## src/rtl/data_mem_dump_ctrl_if.sv

```systemverilog
`default_nettype none
// ============================================================================
//  Module      : data_mem_dump_ctrl_if
//  Description : Signal bundle between the data memory dump sequencer, the
//                debug unit (request/status), the MEM stage debug read port
//                and the debug UART word stream (valid/ready).
//                The master modport is the sequencer's view; the slave
//                modport is the surrounding system's view.
//  Revision    : 1.0  initial release
// ============================================================================
interface data_mem_dump_ctrl_if #(
  parameter int MEM_ADDR_WIDTH = 8,
  parameter int DATA_WIDTH     = 32
);

  // Debug unit request / pipeline halt handshake
  logic                      i_dump_start;
  logic                      i_pipeline_halted;
  logic                      o_halt_req;

  // MEM stage debug read port (asynchronous read)
  logic [31:0]               o_mem_addr;
  logic [DATA_WIDTH-1:0]     i_mem_data;

  // Dumped word stream
  logic [DATA_WIDTH-1:0]     o_word;
  logic [MEM_ADDR_WIDTH-1:0] o_word_addr;
  logic                      o_word_valid;
  logic                      i_word_ready;

  // Status
  logic                      o_busy;
  logic                      o_done;
  logic                      o_abort;

  modport master (
    input  i_dump_start,
    input  i_pipeline_halted,
    input  i_mem_data,
    input  i_word_ready,
    output o_halt_req,
    output o_mem_addr,
    output o_word,
    output o_word_addr,
    output o_word_valid,
    output o_busy,
    output o_done,
    output o_abort
  );

  modport slave (
    output i_dump_start,
    output i_pipeline_halted,
    output i_mem_data,
    output i_word_ready,
    input  o_halt_req,
    input  o_mem_addr,
    input  o_word,
    input  o_word_addr,
    input  o_word_valid,
    input  o_busy,
    input  o_done,
    input  o_abort
  );

endinterface
`default_nettype wire

```

## src/rtl/data_mem_dump_ctrl.sv

```systemverilog
`default_nettype none
// ============================================================================
//  Module      : data_mem_dump_ctrl
//  Description : Dumps the whole data memory to the debug unit. On a start
//                pulse it requests a pipeline halt, waits for the halt, then
//                walks every word address on the MEM stage debug read port,
//                captures each word and hands it out on a valid/ready stream.
//                Losing the halt mid-dump aborts the dump.
//  Options     : DATA_MEM_DUMP_SKIP_ZERO_EN - when defined, zero words are
//                skipped (the last word is always emitted so the end of the
//                stream stays visible).
//  Revision    : 1.0  initial release
// ============================================================================
module data_mem_dump_ctrl #(
  parameter int MEM_ADDR_WIDTH = 8,
  parameter int DATA_WIDTH     = 32
) (
  input  wire logic            i_clk,
  input  wire logic            i_reset_n,
  data_mem_dump_ctrl_if.master bus
);

  // Word index counter width: byte address minus the two always-zero LSBs.
  localparam int c_IDX_WIDTH = MEM_ADDR_WIDTH - 2;
  // Zero padding that lifts the byte address to the 32-bit debug bus.
  localparam int c_ADDR_PAD  = 32 - MEM_ADDR_WIDTH;

  localparam logic [c_IDX_WIDTH-1:0] c_IDX_ONE  = c_IDX_WIDTH'(1);
  localparam logic [c_IDX_WIDTH-1:0] c_IDX_LAST = {c_IDX_WIDTH{1'b1}};

  typedef enum logic [2:0] {
    ST_IDLE      = 3'd0,
    ST_HALT_WAIT = 3'd1,
    ST_ADDR      = 3'd2,
    ST_CAPTURE   = 3'd3,
    ST_SEND      = 3'd4,
    ST_DONE      = 3'd5
  } state_t;

  // --------------------------------------------------------------------------
  // Registered state and outputs
  // --------------------------------------------------------------------------
  state_t                    r_state;
  logic                      r_halt_req;
  logic [c_IDX_WIDTH-1:0]    r_idx;
  logic [DATA_WIDTH-1:0]     r_word;
  logic [MEM_ADDR_WIDTH-1:0] r_word_addr;
  logic                      r_word_valid;
  logic                      r_busy;
  logic                      r_done;
  logic                      r_abort;

  // --------------------------------------------------------------------------
  // Next-state values
  // --------------------------------------------------------------------------
  state_t                    w_state_nxt;
  logic                      w_halt_req_nxt;
  logic [c_IDX_WIDTH-1:0]    w_idx_nxt;
  logic [DATA_WIDTH-1:0]     w_word_nxt;
  logic [MEM_ADDR_WIDTH-1:0] w_word_addr_nxt;
  logic                      w_word_valid_nxt;
  logic                      w_busy_nxt;
  logic                      w_done_nxt;
  logic                      w_abort_nxt;

  logic                      w_last;
  logic                      w_walking;
  logic                      w_halt_lost;
  logic                      w_skip;

  // The address currently presented is the final word of memory.
  assign w_last      = (r_idx == c_IDX_LAST);
  // States in which the pipeline must stay frozen for the read to be valid.
  assign w_walking   = (r_state == ST_ADDR) || (r_state == ST_CAPTURE) ||
                       (r_state == ST_SEND);
  assign w_halt_lost = w_walking && !bus.i_pipeline_halted;

`ifdef DATA_MEM_DUMP_SKIP_ZERO_EN
  // Zero words are not worth sending, except the final one which marks the end.
  assign w_skip = (bus.i_mem_data == '0) && !w_last;
`else
  assign w_skip = 1'b0;
`endif

  // State register and registered outputs; reset clears everything at once.
  always_ff @(posedge i_clk or negedge i_reset_n) begin
    if (!i_reset_n) begin
      r_state      <= ST_IDLE;
      r_halt_req   <= 1'b0;
      r_idx        <= '0;
      r_word       <= '0;
      r_word_addr  <= '0;
      r_word_valid <= 1'b0;
      r_busy       <= 1'b0;
      r_done       <= 1'b0;
      r_abort      <= 1'b0;
    end else begin
      r_state      <= w_state_nxt;
      r_halt_req   <= w_halt_req_nxt;
      r_idx        <= w_idx_nxt;
      r_word       <= w_word_nxt;
      r_word_addr  <= w_word_addr_nxt;
      r_word_valid <= w_word_valid_nxt;
      r_busy       <= w_busy_nxt;
      r_done       <= w_done_nxt;
      r_abort      <= w_abort_nxt;
    end
  end

  // Next-state and next-output decode for the dump sequence.
  always_comb begin
    w_state_nxt      = r_state;
    w_halt_req_nxt   = r_halt_req;
    w_idx_nxt        = r_idx;
    w_word_nxt       = r_word;
    w_word_addr_nxt  = r_word_addr;
    w_word_valid_nxt = r_word_valid;
    w_done_nxt       = 1'b0;
    w_abort_nxt      = 1'b0;

    if (w_halt_lost) begin
      // Halt dropped under us: the read data can no longer be trusted, so
      // give up immediately, even if a transfer would happen this cycle.
      w_state_nxt      = ST_IDLE;
      w_word_valid_nxt = 1'b0;
      w_halt_req_nxt   = 1'b0;
      w_abort_nxt      = 1'b1;
    end else begin
      case (r_state)
        ST_IDLE: begin
          if (bus.i_dump_start) begin
            w_state_nxt    = ST_HALT_WAIT;
            w_halt_req_nxt = 1'b1;
            w_idx_nxt      = '0;
          end
        end

        ST_HALT_WAIT: begin
          // No timeout: the pipeline may take arbitrarily long to drain.
          if (bus.i_pipeline_halted) begin
            w_state_nxt = ST_ADDR;
          end
        end

        ST_ADDR: begin
          // Settle cycle so the asynchronous read has a full cycle to resolve.
          w_state_nxt = ST_CAPTURE;
        end

        ST_CAPTURE: begin
          if (w_skip) begin
            w_idx_nxt   = r_idx + c_IDX_ONE;
            w_state_nxt = ST_ADDR;
          end else begin
            w_word_nxt       = bus.i_mem_data;
            w_word_addr_nxt  = {r_idx, 2'b00};
            w_word_valid_nxt = 1'b1;
            w_state_nxt      = ST_SEND;
          end
        end

        ST_SEND: begin
          // Word, address and valid hold until the consumer takes the word.
          if (bus.i_word_ready) begin
            w_word_valid_nxt = 1'b0;
            if (w_last) begin
              w_state_nxt = ST_DONE;
              w_done_nxt  = 1'b1;
            end else begin
              w_idx_nxt   = r_idx + c_IDX_ONE;
              w_state_nxt = ST_ADDR;
            end
          end
        end

        ST_DONE: begin
          w_halt_req_nxt = 1'b0;
          w_state_nxt    = ST_IDLE;
        end

        default: begin
          w_state_nxt      = ST_IDLE;
          w_halt_req_nxt   = 1'b0;
          w_word_valid_nxt = 1'b0;
        end
      endcase
    end

    w_busy_nxt = (w_state_nxt != ST_IDLE);
  end

  // Debug read address: word aligned, everything above the memory range is 0.
  assign bus.o_mem_addr   = {{c_ADDR_PAD{1'b0}}, r_idx, 2'b00};
  assign bus.o_halt_req   = r_halt_req;
  assign bus.o_word       = r_word;
  assign bus.o_word_addr  = r_word_addr;
  assign bus.o_word_valid = r_word_valid;
  assign bus.o_busy       = r_busy;
  assign bus.o_done       = r_done;
  assign bus.o_abort      = r_abort;

endmodule
`default_nettype wire

```

## src/flat_wrapper.sv

```systemverilog
// flat-port wrapper written by rule: the top's interface ports become plain ports
module data_mem_dump_ctrl_flat 
#(
  parameter int MEM_ADDR_WIDTH = 8,
  parameter int DATA_WIDTH     = 32
)
  (i_clk, i_reset_n, bus_i_dump_start, bus_i_pipeline_halted, bus_i_mem_data, bus_i_word_ready, bus_o_halt_req, bus_o_mem_addr, bus_o_word, bus_o_word_addr, bus_o_word_valid, bus_o_busy, bus_o_done, bus_o_abort);
  data_mem_dump_ctrl_if #(.MEM_ADDR_WIDTH(MEM_ADDR_WIDTH), .DATA_WIDTH(DATA_WIDTH)) bus_i ();
  input  wire logic i_clk;
  input  wire logic i_reset_n;
  input wire logic [$bits(bus_i.i_dump_start)-1:0] bus_i_dump_start;
  input wire logic [$bits(bus_i.i_pipeline_halted)-1:0] bus_i_pipeline_halted;
  input wire logic [$bits(bus_i.i_mem_data)-1:0] bus_i_mem_data;
  input wire logic [$bits(bus_i.i_word_ready)-1:0] bus_i_word_ready;
  output wire logic [$bits(bus_i.o_halt_req)-1:0] bus_o_halt_req;
  output wire logic [$bits(bus_i.o_mem_addr)-1:0] bus_o_mem_addr;
  output wire logic [$bits(bus_i.o_word)-1:0] bus_o_word;
  output wire logic [$bits(bus_i.o_word_addr)-1:0] bus_o_word_addr;
  output wire logic [$bits(bus_i.o_word_valid)-1:0] bus_o_word_valid;
  output wire logic [$bits(bus_i.o_busy)-1:0] bus_o_busy;
  output wire logic [$bits(bus_i.o_done)-1:0] bus_o_done;
  output wire logic [$bits(bus_i.o_abort)-1:0] bus_o_abort;
  assign bus_i.i_dump_start = bus_i_dump_start;
  assign bus_i.i_pipeline_halted = bus_i_pipeline_halted;
  assign bus_i.i_mem_data = bus_i_mem_data;
  assign bus_i.i_word_ready = bus_i_word_ready;
  assign bus_o_halt_req = bus_i.o_halt_req;
  assign bus_o_mem_addr = bus_i.o_mem_addr;
  assign bus_o_word = bus_i.o_word;
  assign bus_o_word_addr = bus_i.o_word_addr;
  assign bus_o_word_valid = bus_i.o_word_valid;
  assign bus_o_busy = bus_i.o_busy;
  assign bus_o_done = bus_i.o_done;
  assign bus_o_abort = bus_i.o_abort;
  data_mem_dump_ctrl #(.MEM_ADDR_WIDTH(MEM_ADDR_WIDTH), .DATA_WIDTH(DATA_WIDTH)) u_core (.i_clk(i_clk), .i_reset_n(i_reset_n), .bus(bus_i));
endmodule
```

## config.mk

```make
export PLATFORM = sky130hd
export DESIGN_NAME = data_mem_dump_ctrl_flat
export DESIGN_NICKNAME = d
export VERILOG_FILES = /design/src/rtl/data_mem_dump_ctrl_if.sv /design/src/rtl/data_mem_dump_ctrl.sv /design/src/flat_wrapper.sv
export SDC_FILE = /design/constraint.sdc
export NUM_CORES = 1
export LEC_CHECK = 0
export ABC_AREA = 1
export CORE_AREA = 2 2 84 86
export DETAILED_ROUTE_END_ITERATION = 12
export DIE_AREA = 0 0 86 88
export PLACE_DENSITY = 0.75
export REMOVE_ABC_BUFFERS = 1
export SLEW_MARGIN = 25
export SYNTH_ARGS = -nofsm -noshare
export SYNTH_HDL_FRONTEND = slang
export SYNTH_SLANG_ARGS = --single-unit
```

## constraint.sdc

```tcl
create_clock -name i_clk -period 1.3 [get_ports i_clk]
set_clock_uncertainty 0.1 [all_clocks]
set_input_delay 0.195 -clock i_clk [delete_from_list [all_inputs] [get_ports i_clk]]
set_output_delay 0.195 -clock i_clk [all_outputs]
set_load 0.01 [all_outputs]
```

==> results.toml, run 1 <==
[outcome]
status = "finished, violations left"
failed_checks = "negative setup slack"

[pwr]
p_seq_share_pct = 36.4
p_switching_w = 0.00244
sw_frac_of_total_pct = 34.5
pwr-share-comb_pct = 50.1
p_leak_nw = 2.09
p_per_area_mw_per_mm2 = 1760
clkPwrFrac_pct = 13.5
vdd_drop_max_mv = 0.619
p_int_w = 0.00464

[clock_network]
cts_num_sinks = 52
cts_buffers = 5
cts_buffer_depth = 2
root_buffer = "clkbuf_8"
clk_pin_slew_ns = 0.10
cts_tree = "built"
clock_latency_ns = 0.30
h-tree-depth = 2

[detailed_routing]
routed_wl_mm = 6.24
vias_per_cell = 4.50
dr_total_vias = 1972
drt-initial-drc-count = 44
first_pass_iters = 4
ant_nets = 0
drc = 0
wl_per_cell_um = 14.2

[global_route]
grt_max_degree = 53
grtUsageTotal_pct = 14.9
gr-total-overflow = 0
grt_pass1_wl_mm = 8.91
antenna_found_initial = 0
grt_pass1_vias = 1901

[final_layout]
layout.area.seq_mm2 = 0.00130
drive_gt1_share_pct = 36.6
antennaDiodeCount = 0
multi_input_area_mm2 = 0.00119
synthToLayoutAreaGrowth_pct = 67.1
n_fill_cell = 542
finalNetCount = 395

[timing]
fin_ws_ns = -0.108
setup_viol_count_final = 50
finalHoldViolations = 0
fmaxAchievable_mhz = 710
fin_crit_ns = 1.41
setup-tns-final_ns = -3.32
holdWs_ns = 0.298
period_share_pct = 108
slew_viol_final = 0
rsz0062_at_grt = "yes"

[run]
drv_cap = 0

[synth]
synthCells = 227
yosysTopAreaCell = "dfrtp_1"
dominantRegCellSynth = "dfrtp_1"
ys_ff_latch = 52
synth_area_per_cell_um2 = 10.6
netlist_top_cells_area = "dfrtp_1, mux2_1, buf_4"
synth_most_common_cell = "dfrtp_1"
syn-cell-area_mm2 = 0.00241
synth-async-reset-ratio_pct = 100
ys_seq_area_share_pct = 54.0
synth_edf_count = 0
synth_top_area_share_pct = 54.0
ys_types = 21
netlist_top_cells_count = "dfrtp_1, nand2_1, mux2_1"
yosysWarningCount = 0

[worst_setup_path]
reg2regPathDepth = 8
critPathRequiredTime_ns = 1.45
endpoint_kind = "flip-flop"
cp_max_fo = 2
critPathArrivalTime_ns = 1.56
crit_type = "flip-flop to flip-flop"
start_kind = "flip-flop"

[die]
io_pins = 114
die_w_um = 86
die_h_um = 88
initial_utilization_pct = 36.3
rows = 30
die-area_mm2 = 0.00757
core_region_area_mm2 = 0.00664

[place]
dp.final_hpwl_mm = 3.87
portBuffers = 85
gp_congestion = 0.920

[worst_hold_path]
hp-class = "input pin to async pin"
==> worst max-delay path: stages, from the launching register on <==
cell and delay [ns]:
dfrtp_1 0.40, ha_2 0.21, nand2_2 0.11, buf_6 0.11, nor2_4 0.03, xor2_1 0.15, nor2_1 0.11, nand2_1 0.07
nand2_1 0.06
==> logic make-up (layout without fill, tap and decap cells) <==
kind of cell / after synthesis / after routing / synth area share [%]
compound gates: 9 / 9 / 1.87
mux: 34 / 34 / 15.9
flops: 52 / 52 / 54.0
simple gates: 76 / 76 / 14.2
xor+xnor: 2 / 2 / 0.727
buf+inv: 52 / 156 / 12.7
other cells: 1 / 28 / 0.156
fa+ha+maj: 1 / 1 / 0.519
==> layer usage <==
metal | GRT usage [%] | vias to the layer above | share of wire (%)
met1 | 17.6 | 966 | 41
met5 | 0 | - | 0
met3 | 3.86 | 6 | 6.1
met4 | 4.18 | 0 | 0.88
met2 | 27.0 | 74 | 52
li1 | - | 926 | -
==> metrics by stage <==
stage	instances	utilization (%)	worst slack (ns)	instance area [um2]	power [W]
floorplan	222	-	-0.372	2280	0.00376
global placement	407	51.2	-0.328	3400	0.00534
detailed placement	407	51.2	-0.354	3400	0.00544
CTS	427	56.0	-0.109	3720	0.00638
global route	438	60.6	-0.179	4030	0.00751
finish	438	60.6	-0.108	4030	0.00708
==> final timing paths <==
check,from,to,slack [ns]
min in group i_clk,bus_i_mem_data[2],u_core.bus.o_word[2]$_DFFE_PN0P_,0.39
hold reg to reg,u_core.bus.o_word[9]$_DFFE_PN0P_,u_core.bus.o_word[9]$_DFFE_PN0P_,0.39
setup reg to reg,u_core.r_idx[0]$_DFFE_PN0P_,u_core.r_idx[4]$_DFFE_PN0P_,-0.11
max in group asynchronous,i_reset_n,u_core.r_state[1]$_DFF_PN0_,0.53
hold / removal,i_reset_n,u_core.bus.o_word[13]$_DFFE_PN0P_,0.30
setup / recovery,u_core.r_idx[0]$_DFFE_PN0P_,u_core.r_idx[4]$_DFFE_PN0P_,-0.11
==> placed cells by master, fill, tap and decap left out, types with 2 or more instances in the layout <==
master,count
dfrtp_1,50
clkdlybuf4s15_1,38
clkdlybuf4s50_1,34
mux2_4,28
conb_1,28
buf_4,26
nand2_1,25
nor2_1,13
nand2_2,12
inv_1,11
buf_6,11
nand2_4,9
dlygate4sd2_1,9
inv_2,7
mux2_1,6
nor2_4,5
o21ai_0,5
clkbuf_8,5
nand3_2,4
nand3_1,3
inv_4,2
o21ai_2,2
xor2_1,2
inv_6,2
buf_16,2
buf_2,2
clkbuf_2,2
dfrtp_2,2
==> power by group through the flow <==
| stage | clock network (W) | registers, W | logic [W] |
|---|---|---|---|
| final | 0.000953 | 0.00258 | 0.00355 |
| after CTS | 0.00100 | 0.00254 | 0.00283 |
| after global placement | 0 | 0.00254 | 0.00280 |
| after floorplan | 0 | 0.00286 | 0.000898 |
| after detailed placement | 0 | 0.00257 | 0.00287 |
| after global routing | 0.00107 | 0.00265 | 0.00380 |
==> repair_timing <==
item	4_1_cts	5_1_grt
resized for setup	110	87
hold buffers	1	0
buffers inserted	9	11
gates cloned	2	1
pin swaps	19	25
endpoints found under the hold margin	52	0
setup endpoints to repair	97	80
==> sequential cells by signal, summed over array words and instances, names as in the netlist, 3 cells and up <==
signal	count
u_core.bus.o_word	32
u_core.bus.o_word_addr	6
u_core.r_idx	6
u_core.r_state	3
==> area by class of cell <==
cell class	count	area share (%)
tap	80	2.49
inverter	20	1.99
timing repair buffer	128	31.4
clock inverter	3	0.621
clock buffer	5	1.71
sequential	52	32.4
multi-input combinational	150	29.5
Power figures use the tool's default switching activity.
==> run 2, diff against run 1 <==
--- a/config.mk
+++ b/config.mk
@@ -9,9 +9,9 @@
 export CORE_AREA = 2 2 84 86
 export DETAILED_ROUTE_END_ITERATION = 12
 export DIE_AREA = 0 0 86 88
-export PLACE_DENSITY = 0.75
+export PLACE_DENSITY = 0.82
 export REMOVE_ABC_BUFFERS = 1
-export SLEW_MARGIN = 25
+export SLEW_MARGIN = 20
 export SYNTH_ARGS = -nofsm -noshare
 export SYNTH_HDL_FRONTEND = slang
 export SYNTH_SLANG_ARGS = --single-unit
==> results.toml, run 2 (synthesis gave the netlist of run 1 again) <==
[final_layout]
largest_reg_flops = 32
final_area_mm2 = 0.00382
multi_input_area_mm2 = 0.00112
finalNetCount = 383
drive_gt1_share_pct = 29.5
layout.area.seq_mm2 = 0.00130
synthToLayoutAreaGrowth_pct = 58.7
antennaDiodeCount = 0
n_fill_cell = 557
final_common_cell = "dfrtp_1"
final_cell_mix = "dfrtp_1, clkdlybuf4s50_1, nand2_1, conb_1, clkdlybuf4s15_1"

[die]
core_region_area_mm2 = 0.00664
rows = 30
io_pins = 114
initial_utilization_pct = 36.3
die-area_mm2 = 0.00757
die_h_um = 88
die_w_um = 86

[pwr]
vdd_drop_max_mv = 0.581
p_seq_share_pct = 37.7
clkPwrFrac_pct = 16.9
p_leak_nw = 1.96
p_switching_w = 0.00225
pwr-share-comb_pct = 45.4
p_int_w = 0.00453
sw_frac_of_total_pct = 33.3
total_power_w = 0.00678
p_per_area_mw_per_mm2 = 1770

[detailed_routing]
drc = 0
drt-initial-drc-count = 29
ant_nets = 0
first_pass_iters = 4
wl_per_cell_um = 12.9
vias_per_cell = 4.45
routed_wl_mm = 5.48
dr_total_vias = 1895

[clock_network]
cts_buffer_depth = 2
cts_tree = "built"
clock_latency_ns = 0.29
cts_buffers = 5
cts_num_sinks = 52
h-tree-depth = 2
clk_pin_slew_ns = 0.09
root_buffer = "clkbuf_8"

[timing]
setup-tns-final_ns = -3.61
rsz0062_at_grt = "yes"
slew_viol_final = 0
setup_viol_count_final = 49
fin_ws_ns = -0.102
period_share_pct = 108
fmaxAchievable_mhz = 713
finalHoldViolations = 0
fin_crit_ns = 1.40
holdWs_ns = 0.316

[worst_setup_path]
critPathRequiredTime_ns = 1.38
cp_max_fo = 26
start_kind = "input pin"
cp_cell_sequence = "clkdlybuf4s50_1 > nand4_4 > buf_12 > mux2_1"
slowest_stage = "clkdlybuf4s50_1"
slowest_delay_ns = 0.60
critPathArrivalTime_ns = 1.49
crit_type = "input pin to flip-flop"
endpoint_kind = "flip-flop"
r2r_setup_slack_ns = -0.10
reg2reg_from = "u_core.r_state[1]$_DFF_PN0_"
r2r_end = "u_core.bus.o_word[22]$_DFFE_PN0P_"
reg2regPathDepth = 3

[place]
gp_congestion = 0.900
pre_cts_slack_ns = -0.393
post_dp_cell_area_mm2 = 0.00339
portBuffers = 85
dp.final_hpwl_mm = 3.81

[global_route]
gr-total-overflow = 0
grt_max_degree = 53
grt_pass1_vias = 1864
antenna_found_initial = 0
grt_pass1_wl_mm = 8.35
grtUsageTotal_pct = 13.9

[outcome]
status = "finished, violations left"
failed_checks = "negative setup slack"

[run]
drv_cap = 0

[worst_hold_path]
hp-class = "input pin to async pin"
==> run 2: routing by layer <==
layer	global-route usage, %	wire [um]
met1	15.8	2240
met2	25.6	2750
met3	3.58	422
met4	4.18	70
met5	0	0
==> run 2: how the worst max path moves through the flow <==
stage | startpoint | slack (ns) | end
2_1_floorplan | u_core.r_state[2]$_DFF_PN0_ | -0.37 | u_core.bus.o_word[0]$_DFFE_PN0P_
3_3_place_gp | bus_i_pipeline_halted | -0.36 | u_core.bus.o_word[9]$_DFFE_PN0P_
3_5_place_dp | bus_i_pipeline_halted | -0.39 | u_core.bus.o_word[19]$_DFFE_PN0P_
4_1_cts | u_core.r_state[1]$_DFF_PN0_ | -0.07 | u_core.bus.o_word[11]$_DFFE_PN0P_
5_1_grt | u_core.r_state[0]$_DFF_PN0_ | -0.16 | u_core.r_idx[3]$_DFFE_PN0P_
6_report | bus_i_pipeline_halted | -0.10 | u_core.bus.o_word[25]$_DFFE_PN0P_
==> run 2: what timing repair did <==
item | CTS | global route
endpoints found under the hold margin | 52 | 0
hold buffers | 1 | 0
setup endpoints to repair | 99 | 79
buffers inserted | 6 | 5
resized for setup | 99 | 61
pin swaps | 26 | 19
==> run 2: critical path, delay by kind of cell <==
kind	cells	cell delay, ns
mux	1	0.32
buf+inv	2	0.80
simple gates	1	0.16
==> run 2: power groups by stage <==
stage	logic, W	registers (W)	clock network, W
after floorplan	0.000898	0.00286	0
after global placement	0.00279	0.00256	0
after detailed placement	0.00286	0.00258	0
after CTS	0.00273	0.00254	0.00120
after global routing	0.00333	0.00263	0.00126
final	0.00308	0.00256	0.00114
==> run 2: per-stage QoR <==
stage                     utilization [%]  cells
after global routing                 57.6    426
after detailed placement             51.1    406
final                                57.6    426
after global placement               51.1    406
after floorplan                         -    222
after CTS                            54.7    421
==> run 2: cell type report <==
type,count,area share (%)
clock buffer,6,2.16
multi-input combinational,150,29.3
tap,80,2.62
inverter,20,2.03
sequential,52,34.1
clock inverter,2,1.01
timing repair buffer,116,28.8
==> run 3, diff against run 2 <==
--- a/config.mk
+++ b/config.mk
@@ -6,6 +6,7 @@
 export NUM_CORES = 1
 export LEC_CHECK = 0
 export ABC_AREA = 1
+export CAP_MARGIN = 20
 export CORE_AREA = 2 2 84 86
 export DETAILED_ROUTE_END_ITERATION = 12
 export DIE_AREA = 0 0 86 88
==> results of run 3 <==
Final layout, timing and power as in run 2 (identical DEF).
